## src/rtl/bus_mem_slave.sv

```systemverilog
// Memory-side bus responder: grant handshake, one command per start,
// programmable wait states, read/write/increment/clear on an internal array.
module bus_mem_slave #(
  parameter int ADDR_W      = 8,
  parameter int DATA_W      = 8,
  parameter int WAIT_STATES = 1
) (
  input  logic              clk,
  input  logic              rst,
  input  logic              req,
  input  logic              start,
  input  logic [1:0]        mode,
  input  logic [ADDR_W-1:0] addr,
  input  logic [DATA_W-1:0] wdata,
  output logic              gnt,
  output logic              rdy,
  output logic [DATA_W-1:0] rdata
);

  typedef enum logic [1:0] {
    S_IDLE,
    S_GRANT,
    S_BUSY,
    S_DONE
  } state_e;

  localparam logic [1:0] M_READ  = 2'b00;
  localparam logic [1:0] M_WRITE = 2'b01;
  localparam logic [1:0] M_INC   = 2'b10;
  localparam logic [1:0] M_CLR   = 2'b11;
  localparam logic [3:0] WS_L    = 4'(WAIT_STATES);

  state_e              state_q, state_d;
  logic [3:0]          cnt_q, cnt_d;
  logic [1:0]          mode_q, mode_d;
  logic [ADDR_W-1:0]   addr_q, addr_d;
  logic [DATA_W-1:0]   wdata_q, wdata_d;
  logic [DATA_W-1:0]   rdata_q, rdata_d;

  logic [DATA_W-1:0]   mem [2**ADDR_W];
  logic [DATA_W-1:0]   mem_old;
  logic [DATA_W-1:0]   mem_wd;
  logic                exec;
  logic                mem_we;

  assign mem_old = mem[addr_q];

  always_comb begin
    state_d = state_q;
    cnt_d   = cnt_q;
    mode_d  = mode_q;
    addr_d  = addr_q;
    wdata_d = wdata_q;
    rdata_d = rdata_q;
    exec    = 1'b0;
    unique case (state_q)
      S_IDLE: begin
        if (req) state_d = S_GRANT;
      end
      S_GRANT: begin
        if (start) begin
          mode_d  = mode;
          addr_d  = addr;
          wdata_d = wdata;
          cnt_d   = WS_L;
          state_d = S_BUSY;
        end else if (!req) begin
          state_d = S_IDLE;
        end
      end
      S_BUSY: begin
        if (cnt_q != 4'd0) begin
          cnt_d = cnt_q - 4'd1;
        end else begin
          exec    = 1'b1;
          rdata_d = mem_old;
          state_d = S_DONE;
        end
      end
      S_DONE: begin
        state_d = req ? S_GRANT : S_IDLE;
      end
      default: state_d = S_IDLE;
    endcase
  end

  always_comb begin
    mem_we = exec;
    mem_wd = mem_old;
    unique case (mode_q)
      M_READ:  mem_we = 1'b0;
      M_WRITE: mem_wd = wdata_q;
      M_INC:   mem_wd = mem_old + DATA_W'(1);
      M_CLR:   mem_wd = '0;
      default: mem_we = 1'b0;
    endcase
  end

  always_ff @(posedge clk) begin
    if (rst) begin
      state_q <= S_IDLE;
      cnt_q   <= '0;
      mode_q  <= '0;
      addr_q  <= '0;
      wdata_q <= '0;
      rdata_q <= '0;
    end else begin
      state_q <= state_d;
      cnt_q   <= cnt_d;
      mode_q  <= mode_d;
      addr_q  <= addr_d;
      wdata_q <= wdata_d;
      rdata_q <= rdata_d;
    end
  end

  // Array has no reset; a reset edge must still suppress a pending write.
  always_ff @(posedge clk) begin
    if (!rst && mem_we) mem[addr_q] <= mem_wd;
  end

  assign gnt   = (state_q != S_IDLE);
  assign rdy   = (state_q == S_DONE);
  assign rdata = rdata_q;

endmodule
```

## config.mk

```make
export PLATFORM = sky130hd
export DESIGN_NAME = bus_mem_slave
export DESIGN_NICKNAME = d
export VERILOG_FILES = /design/src/rtl/bus_mem_slave.sv
export SDC_FILE = /design/constraint.sdc
export NUM_CORES = 2
export LEC_CHECK = 0
export ABC_AREA = 1
export ABC_CLOCK_PERIOD_IN_PS = 20200
export BUFFER_PORTS_ARGS = -buffer_cell sky130_fd_sc_hd__buf_2
export CAP_MARGIN = 5
export CORE_ASPECT_RATIO = 1.2
export CORE_MARGIN = 1.5
export CORE_UTILIZATION = 43
export CTS_BUF_LIST = sky130_fd_sc_hd__clkbuf_8
export DETAILED_ROUTE_END_ITERATION = 7
export PLACE_DENSITY = 0.56
export SLEW_MARGIN = 20
export SYNTH_ARGS = -nofsm -noshare
export SYNTH_HDL_FRONTEND = slang
export SYNTH_SLANG_ARGS = --single-unit
```

## constraint.sdc

```tcl
create_clock -name clk -period 20.2 [get_ports clk]
set_clock_uncertainty 0.15 [all_clocks]
set_input_delay 2.02 -clock clk [delete_from_list [all_inputs] [get_ports clk]]
set_output_delay 2.02 -clock clk [all_outputs]
set_load 0.02 [all_outputs]
```

==> impl_metrics.toml <==
[setup_path]
criticalPathCategory = "reg2reg"
crit_chain = "clkinv_16 > buf_16 > buf_12 > buf_4 > buf_4 > nand2_1 > nand3_1 > nand3_1 > nand3_1 > nand3_1 > nand3_1 > nand3_1 > nand2_1 > nand2_1 > nand2_1 > ha_1 > inv_1 > nor2_1 > nand3_1 > nand2_1 > nand3_1 > nand3_4 > buf_4 > buf_4"
required_ns = 20.74
ff2ff_setup_slack_ns = 12.00
end_kind = "flop"
critPathBufInv = 8
path_depth = 24
worstPathMaxFanout = 251
cpMostUsedCell = "nand3_1"
reg2reg_to = "mem[100][6]$_DFFE_PP_"
critPathArrivalTime_ns = 8.74
reg2regPathDepth = 24
cpMaxStageDelayCell = "buf_4"
crit_family = "buffers and inverters"
start_kind = "flop"
cpPeakStageDelay_ns = 0.79
crit_end = "mem[100][6]$_DFFE_PP_"

[synthesis]
synth_nets = 7207
synth_common_cells = "2162 x nand2_1, 2048 x edfxtp_1, 1977 x nand3_1"
ys_types = 31
synth.most_common_cell = "nand2_1"
synth-warning-count = 0
syn_area_um2 = 84900
synth_edf_count = 2048
synthCells = 7183
yosys.area.top_type = "edfxtp_1"
synth_area_leaders = "edfxtp_1 72%, nand3_1 12%, nand2_1 9.6%, buf_2 1.5%, nor2_1 1.3%"
syn_area_per_cell_um2 = 11.8
synth_ff_type = "edfxtp_1"
ys_ff_latch = 2088
synthDominantCellAreaShare = 0.724
seq_area_frac_synth = 0.734
ys_async_sr_fraction = 0

[clocking]
cts_buffers = 341
htree_levels = 5
worstSkewPairLatency_ns = 1.04
cts_num_sinks = 2088
cts_resized = 0
clk_path_buf_depth = 4
hold_buffers = 0
cts_setup_buffers = 0
clkTransAtPathRegs_ns = 0.06
clock-root-buffer = "clkbuf_8"
tritoncts = "yes"

[layout]
area_growth_pct = 9.13
multi_input_area_um2 = 20000
final_util = 0.472
drive_gt1_frac = 0.0754
final_nets = 7183
n_fill_cell = 17600
final-seq-area_um2 = 62300

[power]
max-vdd-ir-drop_v = 0.000101
p_leak_nw = 32.0
power.density_nw_per_um2 = 108

[floorplanning]
coreArea_um2 = 196000
ioPinCount = 32
fp-row-count = 178
initial_core_util = 0.433
die_h_um = 490
dieArea_um2 = 200000
dieWidth_um = 409

[sta]
slew_headroom = 0.152
fmax_mhz = 122
finalCritPeriodShare = 0.406
worst_pin_slew_ns = 1.27
finalSetupTns_ns = 0
finalMaxSlewViolations = 0
fin_crit_ns = 8.20
finalHoldViolCount = 0
finalSetupViolations = 0
rsz0062_at_grt = "false"

[placed_design]
io_buffers = 31
place.gp.congestion = 0.868
hpwl_um = 136000

[global_routing]
grtUsageTotal = 0.244
grt_pass1_wl_um = 363000
grt_max_degree = 292
antenna_found_initial = 11
first_global_vias = 54400
grt_overflow_total = 0

[worst_hold_path]
min_path_type = "reg2reg"

[detailed_routing]
viasPerCell = 5.58
dr.pass1.iters = 6
vias = 55800
antenna_left = 0
drtIter0Drc = 6031
drc = 0
post_drt_wl_per_cell_um = 24.7
drt_wl_total_um = 247000

[outcome]
status = "complete, no violations"

[job]
max-cap-violations = 0
-- registers in the layout, summed over array words and instances (netlist names), named ones only --
register  cells
mode_q        2
cnt_q         4
state_q       1
rdata         8
addr_q        8
mem        2048
wdata_q       8
-- layout make-up --
| type | instances | area share |
|---|---|---|
| sequential | 2088 | 0.673 |
| multi-input combinational | 4556 | 0.216 |
| clock buffer | 354 | 0.0526 |
| tap | 2610 | 0.0352 |
| timing repair buffer | 122 | 0.0107 |
| clock inverter | 229 | 0.0105 |
| inverter | 50 | 0.00253 |
| antenna | 3 | 0.0000810 |
-- cell usage in the layout, fill, tap and decap left out, types with 4 or more instances in the layout --
master    instances
nor2_1          286
buf_4            78
nor3_2            4
clkinv_2         27
nand2_1        2145
dfxtp_4           4
inv_1           149
buf_2            31
nor3_1           10
nand3_1        1974
a21oi_1          58
o21ai_1           4
clkinv_1         87
nand2_2          17
o31ai_1           6
buf_12           10
dfxtp_1          34
clkbuf_8        354
edfxtp_1       2048
inv_6             5
o21ai_0          32
-- worst min-delay path by stage --
stage	from	endpoint	depth (start not counted)
finish	mode_q[0]$_SDFFE_PP0P_	mode_q[0]$_SDFFE_PP0P_	2
global route	mode_q[0]$_SDFFE_PP0P_	mode_q[0]$_SDFFE_PP0P_	2
CTS	mode_q[0]$_SDFFE_PP0P_	mode_q[0]$_SDFFE_PP0P_	2
detailed placement	mode_q[0]$_SDFFE_PP0P_	mode_q[0]$_SDFFE_PP0P_	2
global placement	mode_q[1]$_SDFFE_PP0P_	mode_q[1]$_SDFFE_PP0P_	2
floorplan	wdata_q[7]$_SDFFE_PP0P_	wdata_q[7]$_SDFFE_PP0P_	2
-- worst min-delay path, delay by kind of cell (launching register included) --
kind,cells,cell delay (ns)
AOI/OAI and AO/OA,1,0.06
buffers and inverters,1,0.07
DFF,1,0.32
-- routing by layer --
metal	global-route usage	wire length, um
met1	0.325	101000
met5	0	52
met4	0.106	10200
met3	0.0446	18300
met2	0.393	118000
-- power by group --
part	internal [mW]	total (mW)	switching, mW
sequential	5.29	5.30	0.0182
combinational	0.226	1.43	1.21
clock	1.64	3.29	1.65
total	7.15	10.0	2.88
-- through the flow --
stage	power, mW	std cells	setup WS [ns]	area (um2)	hold WS (ns)
after floorplan	6.40	7183	9.35	84900	0.280
after global placement	6.81	9425	12.27	86700	0.330
after detailed placement	6.83	9425	12.26	86700	0.332
after CTS	10.1	10000	12.21	92600	0.341
after global routing	10.4	10000	11.55	92600	0.360
final	10.0	10000	12.00	92600	0.346
-- logic make-up after synthesis --
family,after synthesis,synth area share
flip-flops,2088,0.734
AO/OA/AOI/OAI,107,0.00674
AND/OR/NAND/NOR,4447,0.227
buffers and inverters,539,0.0325
adder cells (fa/ha/maj),2,0.000295
No activity file was read; power rests on OpenSTA's default activity.
